### src/rtl/morse_pkg.sv
// Shared types and constants for the decimal-digit Morse transmitter.
// digit_code maps a digit to its five symbols, MSB first, 1 = dash.
package morse_pkg;

  typedef enum logic [1:0] {StIdle, StMark, StSpace, StCharGap} state_e;

  localparam int unsigned DOT_UNITS     = 1;
  localparam int unsigned DASH_UNITS    = 3;
  localparam int unsigned SYM_GAP_UNITS = 1;
  localparam int unsigned SYMBOLS       = 5;

  typedef struct packed {
    logic               valid;
    logic [SYMBOLS-1:0] pat;
  } code_t;

  function automatic code_t digit_code(input logic [3:0] d);
    code_t c;
    c       = '0;
    c.valid = (d <= 4'd9);
    for (int i = 0; i < SYMBOLS; i++) begin
      if (d == 4'd0) begin
        c.pat[SYMBOLS-1-i] = 1'b1;
      end else if (d <= 4'd5) begin
        c.pat[SYMBOLS-1-i] = (i >= int'(d));
      end else begin
        c.pat[SYMBOLS-1-i] = (i < int'(d) - 5);
      end
    end
    return c;
  endfunction

endpackage

### src/rtl/morse_unit_timer.sv
// Unit prescaler: tick_o pulses once every UNIT_CYCLES cycles after clr_i drops.
// With UNIT_CYCLES=1 the tick is permanently high.
module morse_unit_timer #(
  parameter int unsigned UNIT_CYCLES = 1
) (
  input  logic clk,
  input  logic rst,
  input  logic clr_i,
  output logic tick_o
);

  localparam int unsigned CntW = $clog2(UNIT_CYCLES + 1);

  logic [CntW-1:0] cnt_q;

  assign tick_o = (cnt_q == CntW'(UNIT_CYCLES - 1));

  always_ff @(posedge clk) begin
    if (!rst || clr_i) begin
      cnt_q <= '0;
    end else if (tick_o) begin
      cnt_q <= '0;
    end else begin
      cnt_q <= cnt_q + 1'b1;
    end
  end

endmodule

### src/rtl/morse_digit_tx.sv
// Morse transmitter for decimal digits: one digit per valid/ready handshake,
// driven onto a registered mors line with dot/dash/gap timing in units.
module morse_digit_tx
  import morse_pkg::*;
#(
  parameter int unsigned UNIT_CYCLES = 1,
  parameter int unsigned GAP_UNITS   = 7
) (
  input  logic       clk,
  input  logic       rst,
  input  logic [3:0] digit_i,
  input  logic       valid_i,
  output logic       ready_o,
  output logic       mors_o,
  output logic       done_o,
  output logic       err_o
);

  state_e             state_q;
  logic [SYMBOLS-1:0] pat_q;
  logic [3:0]         unit_q;
  logic [2:0]         idx_q;
  logic               ready_q, mors_q, done_q, err_q;

  logic       tick, clr, last_unit;
  logic [3:0] len;
  code_t      code;

  assign code = digit_code(digit_i);

  always_comb begin
    len = 4'(SYM_GAP_UNITS);
    case (state_q)
      StMark:    len = pat_q[SYMBOLS-1] ? 4'(DASH_UNITS) : 4'(DOT_UNITS);
      StCharGap: len = 4'(GAP_UNITS);
      default:   len = 4'(SYM_GAP_UNITS);
    endcase
  end

  assign last_unit = tick && (unit_q == len - 4'd1);
  // Restart the prescaler on every state entry so each state lasts whole units.
  assign clr       = (state_q == StIdle) || last_unit;

  morse_unit_timer #(
    .UNIT_CYCLES(UNIT_CYCLES)
  ) u_timer (
    .clk   (clk),
    .rst   (rst),
    .clr_i (clr),
    .tick_o(tick)
  );

  always_ff @(posedge clk) begin
    if (!rst) begin
      state_q <= StIdle;
      pat_q   <= '0;
      unit_q  <= '0;
      idx_q   <= '0;
      ready_q <= 1'b1;
      mors_q  <= 1'b0;
      done_q  <= 1'b0;
      err_q   <= 1'b0;
    end else begin
      done_q <= 1'b0;
      err_q  <= 1'b0;
      if (tick) unit_q <= unit_q + 4'd1;
      case (state_q)
        StIdle: begin
          unit_q <= '0;
          if (valid_i) begin
            if (code.valid) begin
              pat_q   <= code.pat;
              idx_q   <= '0;
              mors_q  <= 1'b1;
              ready_q <= 1'b0;
              state_q <= StMark;
            end else begin
              err_q <= 1'b1;
            end
          end
        end
        StMark: begin
          if (last_unit) begin
            unit_q  <= '0;
            mors_q  <= 1'b0;
            state_q <= (idx_q < 3'(SYMBOLS - 1)) ? StSpace : StCharGap;
          end
        end
        StSpace: begin
          if (last_unit) begin
            unit_q  <= '0;
            idx_q   <= idx_q + 3'd1;
            pat_q   <= {pat_q[SYMBOLS-2:0], 1'b0};
            mors_q  <= 1'b1;
            state_q <= StMark;
          end
        end
        StCharGap: begin
          if (last_unit) begin
            unit_q  <= '0;
            ready_q <= 1'b1;
            done_q  <= 1'b1;
            state_q <= StIdle;
          end
        end
        default: state_q <= StIdle;
      endcase
    end
  end

  assign ready_o = ready_q;
  assign mors_o  = mors_q;
  assign done_o  = done_q;
  assign err_o   = err_q;

endmodule

### config.mk
export PLATFORM = sky130hd
export DESIGN_NAME = morse_digit_tx
export DESIGN_NICKNAME = d
export VERILOG_FILES = /design/src/rtl/morse_pkg.sv /design/src/rtl/morse_unit_timer.sv /design/src/rtl/morse_digit_tx.sv
export SDC_FILE = /design/constraint.sdc
export NUM_CORES = 1
export LEC_CHECK = 0
export BUFFER_PORTS_ARGS = -buffer_cell sky130_fd_sc_hd__buf_2
export CORE_MARGIN = 2
export CORE_UTILIZATION = 40
export CTS_CLUSTER_SIZE = 25
export DETAILED_ROUTE_END_ITERATION = 8
export GPL_TIMING_DRIVEN = 0
export PLACE_DENSITY = 0.62
export SLEW_MARGIN = 10
export SYNTH_ARGS = -nofsm -noshare
export SYNTH_HDL_FRONTEND = slang
export SYNTH_SLANG_ARGS = --single-unit
### constraint.sdc
create_clock -name clk -period 2.05 [get_ports clk]
set_clock_uncertainty 0.05 [all_clocks]
set_input_delay 0.205 -clock clk [delete_from_list [all_inputs] [get_ports clk]]
set_output_delay 0.205 -clock clk [all_outputs]
set_load 0.05 [all_outputs]
==> results of run 1 <==
-- stage by stage --
step / utilization [%] / instances / area [um^2]
finish: 45.9 / 176 / 1260
global route: 45.9 / 176 / 1260
detailed placement: 45.0 / 172 / 1230
global placement: 45.0 / 172 / 1230
CTS: 45.9 / 176 / 1260
floorplan: - / 131 / 1140
-- cell type report --
cell class | count | area share [%]
flip-flops and latches | 19 | 30.3
plain buffers | 6 | 3.09
clock buffers | 4 | 2.09
repair buffers | 10 | 3.98
multi-input cells | 101 | 56.0
inverters | 5 | 1.49
well taps | 31 | 3.09
-- registers in the layout (all words and copies together) (netlist names) --
signal / cells
done_o: 1
err_o: 1
idx_q: 3
mors_o: 1
pat_q: 5
ready_o: 1
state_q: 2
u_timer.cnt_q: 1
unit_q: 4
-- synth_stat cells (2+ instances only) --
| library cell | n | area, um^2 |
|---|---|---|
| clkbuf_1 | 2 | 7.51 |
| dfxtp_1 | 19 | 380 |
| nor2b_1 | 2 | 12.5 |
| xor2_1 | 2 | 17.5 |
| o21ai_0 | 5 | 25.0 |
| ha_1 | 6 | 75.1 |
| nor2_1 | 10 | 37.5 |
| nor3b_1 | 4 | 30.0 |
| nand2b_1 | 5 | 31.3 |
| a21oi_1 | 8 | 40.0 |
| nand2_1 | 9 | 33.8 |
| inv_1 | 4 | 15.0 |
| o21ai_1 | 3 | 15.0 |
| xnor2_1 | 2 | 17.5 |
| buf_6 | 2 | 22.5 |
| o211a_1 | 2 | 20.0 |
| nand4b_1 | 2 | 17.5 |
| o311ai_0 | 3 | 26.3 |
| nand3_1 | 6 | 30.0 |
| nor3_1 | 2 | 10.0 |
-- worst reg2reg max path: cells and delay by family (launching register included) --
| kind | cells | cell delay, ns |
|---|---|---|
| and+or+nand+nor | 2 | 0.55 |
| AOI/OAI and AO/OA | 2 | 0.50 |
| DFF | 1 | 0.36 |
| buffers and inverters | 1 | 0.15 |
-- metal layers --
layer | global-route usage (%) | vias to the layer above | wire [um]
met1 | 22.2 | 452 | 1210
li1 | - | 513 | -
met5 | 0 | - | 0
met4 | 7.64 | 0 | 36
met2 | 22.7 | 21 | 981
met3 | 2.95 | 4 | 73
-- power breakdown --
part	total [mW]	internal [mW]	switching, mW
Clock	0.189	0.0758	0.113
Combinational	0.165	0.0624	0.102
Sequential	0.402	0.389	0.0130
Total	0.755	0.527	0.228
-- worst max-delay path by stage --
stage               start                    end  slack (ns)
6_report       digit_i[0]  pat_q[4]$_SDFFE_PN0P_        0.32
5_1_grt        digit_i[0]  pat_q[2]$_SDFFE_PN0P_        0.16
4_1_cts        digit_i[0]  pat_q[4]$_SDFFE_PN0P_        0.34
3_5_place_dp   digit_i[0]  pat_q[4]$_SDFFE_PN0P_        0.01
3_3_place_gp   digit_i[0]  pat_q[4]$_SDFFE_PN0P_        0.03
2_1_floorplan  digit_i[0]  pat_q[4]$_SDFFE_PN0P_        0.43
-- kinds of logic (layout without fill, tap and decap cells) --
family,after synthesis,after routing,share of synthesized area (%)
AO/OA/AOI/OAI,38,38,24.0
buffers and inverters,11,25,5.04
flip-flops,19,19,33.3
adder cells (fa/ha/maj),6,6,6.58
XOR/XNOR,4,4,3.07
other,1,1,0.329
AND/OR/NAND/NOR,51,51,26.8
multiplexers,1,1,0.877
==> impl_metrics.env, run 1 <==
export IMPL_regArea_um2=380
export IMPL_syn_avg_cell_area_um2=8.71
export IMPL_crit_path_cell_trace="buf_2 -> inv_1 -> ha_1 -> or3b_2 -> and3_1 -> o21ai_1 -> o22ai_1"
export IMPL_fmax_mhz=577
export IMPL_area_growth_pct=10.1
export IMPL_ys_seq_elements=19
export IMPL_hold_violations=0
export IMPL_mappedNetlistArea_mm2=0.00114
export IMPL_synth_warnings=0
export IMPL_cts_setup_buffers=0
export IMPL_synth_top_flop_cell="dfxtp_1"
export IMPL_holdBufCountCts=0
export IMPL_firstDrtPassIters=4
export IMPL_fill_cells=262
export IMPL_core_area_mm2=0.00273
export IMPL_power_density_mw_per_mm2=601
export IMPL_cts_root_buf="clkbuf_4"
export IMPL_total_power_mw=0.755
export IMPL_reg2regPathDepth=5
export IMPL_hold_path_cell_count=3
export IMPL_synth_nets=144
export IMPL_antenna_found_initial=0
export IMPL_ir_drop_v=0.000316
export IMPL_clk_pin_slew_worst_paths_ns=0.10
export IMPL_period_minus_slack_ns=1.73
export IMPL_crit_cells=7
export IMPL_first_iter_violations=43
export IMPL_power_leakage_nw=0.512
export IMPL_multi_input_area_um2=703
export IMPL_die_w_um=57.4
export IMPL_worstPathBufferInverterCount=2
export IMPL_drive_gt1_share_pct=17.2
export IMPL_cp_slowest_cell="or3b_2"
export IMPL_synth_cell_types=53
export IMPL_io_pins=11
export IMPL_endpoint_kind="flip-flop"
export IMPL_rows=19
export IMPL_clock_path_buffers=2
export IMPL_status="completed"
export IMPL_slowest_delay_ns=0.51
export IMPL_startpoint_type="input pin"
export IMPL_overflow=0
export IMPL_seq_area_frac_synth_pct=33.3
export IMPL_cts_tree="done"
export IMPL_layout_commonest_cell="dfxtp_1"
export IMPL_finalNetCount=159
export IMPL_cp_top_family="simple AND/OR/NAND/NOR gates"
export IMPL_grt_pass1_wl_mm=4.05
export IMPL_min_from="valid_i"
export IMPL_route_vias_total=990
export IMPL_grt_pass1_vias=922
export IMPL_cp_max_fo=9
export IMPL_drc=0
export IMPL_hold_end="err_o$_SDFF_PN0_"
export IMPL_period_share_pct=84.5
export IMPL_maxCapViolCount=0
export IMPL_fin_ws_ns=0.318
export IMPL_grt_usage_pct=15.7
export IMPL_die_area_mm2=0.00330
export IMPL_critPathKind="in -> reg"
export IMPL_vias_per_cell=5.63
export IMPL_finalWirelength_mm=2.30
export IMPL_worstReg2RegStart="state_q[1]$_SDFFE_PN0P_"
export IMPL_dp_final_hpwl_mm=1.68
export IMPL_cts_buffers=3
export IMPL_crit_arrival_ns=1.87
export IMPL_h_tree_depth=1
export IMPL_wl_per_cell_um=13.1
export IMPL_start_util_pct=41.7
export IMPL_clock_sinks=19
export IMPL_place_congestion=0.796
export IMPL_clock_latency_ns=0.30
export IMPL_cts_resized=0
export IMPL_whs_ns=0.0962
export IMPL_setup_viol=0
export IMPL_critPathRequiredTime_ns=2.19
export IMPL_rr_endpoint="pat_q[1]$_SDFFE_PN0P_"
export IMPL_async_flop_share_pct=0
export IMPL_antennaDiodeCount=0
export IMPL_dieHeight_um=57.4
export IMPL_port_buffers=10
export IMPL_min_path_type="in -> reg"
export IMPL_drv_slew=0
export IMPL_antenna_left=0
export IMPL_grt_max_degree=11
export IMPL_final_cell_mix="19 x dfxtp_1, 11 x buf_2, 10 x nor2_1"
export IMPL_syn_instance_count=131
export IMPL_dp_slack_ns=0.0135
export IMPL_grt_setup_unrepaired="false"
export IMPL_synth_edf_count=0
export IMPL_rrSetupSlack_ns=0.39
export IMPL_tns_ns=0
Note: power is estimated with default switching activity, not from simulation.
==> run 2: changes to the inputs <==
--- a/config.mk
+++ b/config.mk
@@ -11,7 +11,7 @@
 export CTS_CLUSTER_SIZE = 25
 export DETAILED_ROUTE_END_ITERATION = 8
 export GPL_TIMING_DRIVEN = 0
-export PLACE_DENSITY = 0.62
+export PLACE_DENSITY = 0.64
 export SLEW_MARGIN = 10
 export SYNTH_ARGS = -nofsm -noshare
 export SYNTH_HDL_FRONTEND = slang
==> constraint.sdc (replaced) <==
create_clock -name clk -period 1.5 [get_ports clk]
set_clock_uncertainty 0.05 [all_clocks]
set_input_delay 0.15 -clock clk [delete_from_list [all_inputs] [get_ports clk]]
set_output_delay 0.15 -clock clk [all_outputs]
set_load 0.05 [all_outputs]
==> run 2 against run 1 <==
Compared with the run above:
- clock-buffer cell count is the same
- the flow now finishes with violations (setup timing)
- sequential cell count unchanged
- non-clock buffer count grew 17
- hold slack got worse by 0.079 ns
- routed wire length rose by 26%
- global-route usage grew 2.4 points
- register-to-register slack worse by 0.47 ns
- clock power increased by 40%
- first-iteration DRC count decreased by 23%
==> impl_metrics.env, run 2 (synthesis gave the netlist of run 1 again) <==
export IMPL_largest_reg_flops=5
export IMPL_period_minus_slack_ns=1.58
export IMPL_grt_pass1_wl_mm=4.69
export IMPL_final_cell_mix="15 x dfxtp_1, 15 x buf_4, 11 x buf_2"
export IMPL_crit_arrival_ns=1.73
export IMPL_h_tree_depth=1
export IMPL_finalNetCount=176
export IMPL_hold_path_cell_count=3
export IMPL_top_regs="pat_q (5), unit_q (4), idx_q (3)"
export IMPL_critPathKind="reg -> reg"
export IMPL_area_growth_pct=36.2
export IMPL_grt_pass1_vias=1027
export IMPL_grt_usage_pct=18.1
export IMPL_grt_setup_unrepaired="true"
export IMPL_violations="setup timing"
export IMPL_core_area_mm2=0.00273
export IMPL_holdBufCountCts=0
export IMPL_dp_final_hpwl_mm=1.81
export IMPL_largest_register="pat_q"
export IMPL_finalWirelength_mm=2.89
export IMPL_die_area_mm2=0.00330
export IMPL_clock_path_buffers=2
export IMPL_drv_slew=0
export IMPL_clock_latency_ns=0.30
export IMPL_rows=19
export IMPL_ir_drop_v=0.000734
export IMPL_max_slew_margin_rel_pct=62.0
export IMPL_final_area_mm2=0.00155
export IMPL_cts_tree="done"
export IMPL_clock_sinks=19
export IMPL_clk_pin_slew_worst_paths_ns=0.11
export IMPL_cts_buffers=3
export IMPL_status="complete, but fails checks"
export IMPL_period_share_pct=105
export IMPL_fin_util_pct=56.8
export IMPL_dieHeight_um=57.4
export IMPL_critPathRequiredTime_ns=1.65
export IMPL_route_vias_total=1110
export IMPL_start_util_pct=41.7
export IMPL_overflow=0
export IMPL_cp_max_fo=5
export IMPL_die_w_um=57.4
export IMPL_cts_root_buf="clkbuf_4"
export IMPL_maxCapViolCount=0
export IMPL_grt_met1_usage_pct=23.5
export IMPL_busiest_layer="met2"
export IMPL_io_pins=11
export IMPL_place_area_mm2=0.00124
export IMPL_port_buffers=10
export IMPL_setup_viol=5
export IMPL_rrSetupSlack_ns=-0.08
export IMPL_wl_per_cell_um=15.0
export IMPL_antennaDiodeCount=0
export IMPL_min_from="valid_i"
export IMPL_place_congestion=0.770
export IMPL_vias_per_cell=5.75
export IMPL_hold_end="err_o$_SDFF_PN0_"
export IMPL_firstDrtPassIters=4
export IMPL_reg2regPathDepth=5
export IMPL_power_leakage_nw=0.622
export IMPL_drc=0
export IMPL_fin_ws_ns=-0.0773
export IMPL_startpoint_type="flip-flop"
export IMPL_endpoint_kind="flip-flop"
export IMPL_grt_max_degree=11
export IMPL_worstMarginPinSlew_ns=0.570
export IMPL_hold_violations=0
export IMPL_worstReg2RegStart="state_q[0]$_SDFFE_PN0P_"
export IMPL_drive_gt1_share_pct=38.9
export IMPL_first_iter_violations=33
export IMPL_min_path_type="in -> reg"
export IMPL_antenna_found_initial=0
export IMPL_met2_usage_pct=29.7
export IMPL_rr_endpoint="mors_o$_SDFFE_PN0P_"
export IMPL_power_density_mw_per_mm2=727
export IMPL_grtUsageMet3_pct=4.08
export IMPL_antenna_left=0
export IMPL_fill_cells=232
export IMPL_fmax_mhz=634
## run 2: final cells by class
type	instances	area [um^2]	share of cell area [%]
multi-input cells	101	837	53.9
flip-flops and latches	19	388	25.0
repair buffers	28	206	13.3
plain buffers	5	38.8	2.50
well taps	31	38.8	2.50
clock buffers	4	26.3	1.69
inverters	5	18.8	1.21
## run 2: layer usage
metal	vias up	wire length (um)
met2	25	1440
met1	530	1280
met5	-	0
met4	0	44
li1	548	-
met3	7	124
## run 2: worst max-delay path by stage
stage	from	cells past startpoint	to	slack [ns]
after global placement	digit_i[0]	7	pat_q[3]$_SDFFE_PN0P_	-0.47
after floorplan	state_q[0]$_SDFFE_PN0P_	5	mors_o$_SDFFE_PN0P_	-0.005
after detailed placement	digit_i[0]	7	pat_q[2]$_SDFFE_PN0P_	-0.57
after global routing	state_q[0]$_SDFFE_PN0P_	5	mors_o$_SDFFE_PN0P_	-0.11
final	state_q[0]$_SDFFE_PN0P_	5	mors_o$_SDFFE_PN0P_	-0.08
after CTS	state_q[0]$_SDFFE_PN0P_	5	mors_o$_SDFFE_PN0P_	-0.05
## run 2: power breakdown
group          leakage [nW]  internal [mW]  total [mW]  switching [mW]
clock network        0.0150          0.104       0.264           0.160
logic                 0.449          0.136       0.314           0.178
registers             0.157          0.531       0.551          0.0202
total                 0.622          0.771        1.13           0.358
## run 2: repair_timing
| item | 4_1_cts | 5_1_grt |
|---|---|---|
| setup buffers | 7 | 9 |
| gates resized for setup | 19 | 12 |
| gates cloned | 1 | 1 |
| endpoints found under the setup margin | 7 | 11 |
| pin swaps | 2 | 10 |
## run 2: stage by stage
stage               TNS [ns]  std cells  setup slack, ns  hold WS (ns)  total power, mW
global placement       -2.77        172           -0.468         0.348            0.785
CTS                   -0.109        183          -0.0487        0.0153             1.09
detailed placement     -3.33        172           -0.567         0.348            0.792
finish                -0.170        193          -0.0773        0.0172             1.13
floorplan           -0.00537        131         -0.00537         0.224            0.733
global route          -0.397        193           -0.105        0.0125             1.18
## run 2: worst max-delay path, stage by stage (launching register included)
cell and delay, ns:
dfxtp_2 0.36, buf_6 0.12, and3_4 0.22, o21ai_4 0.06, or4_4 0.51, o211a_1 0.14
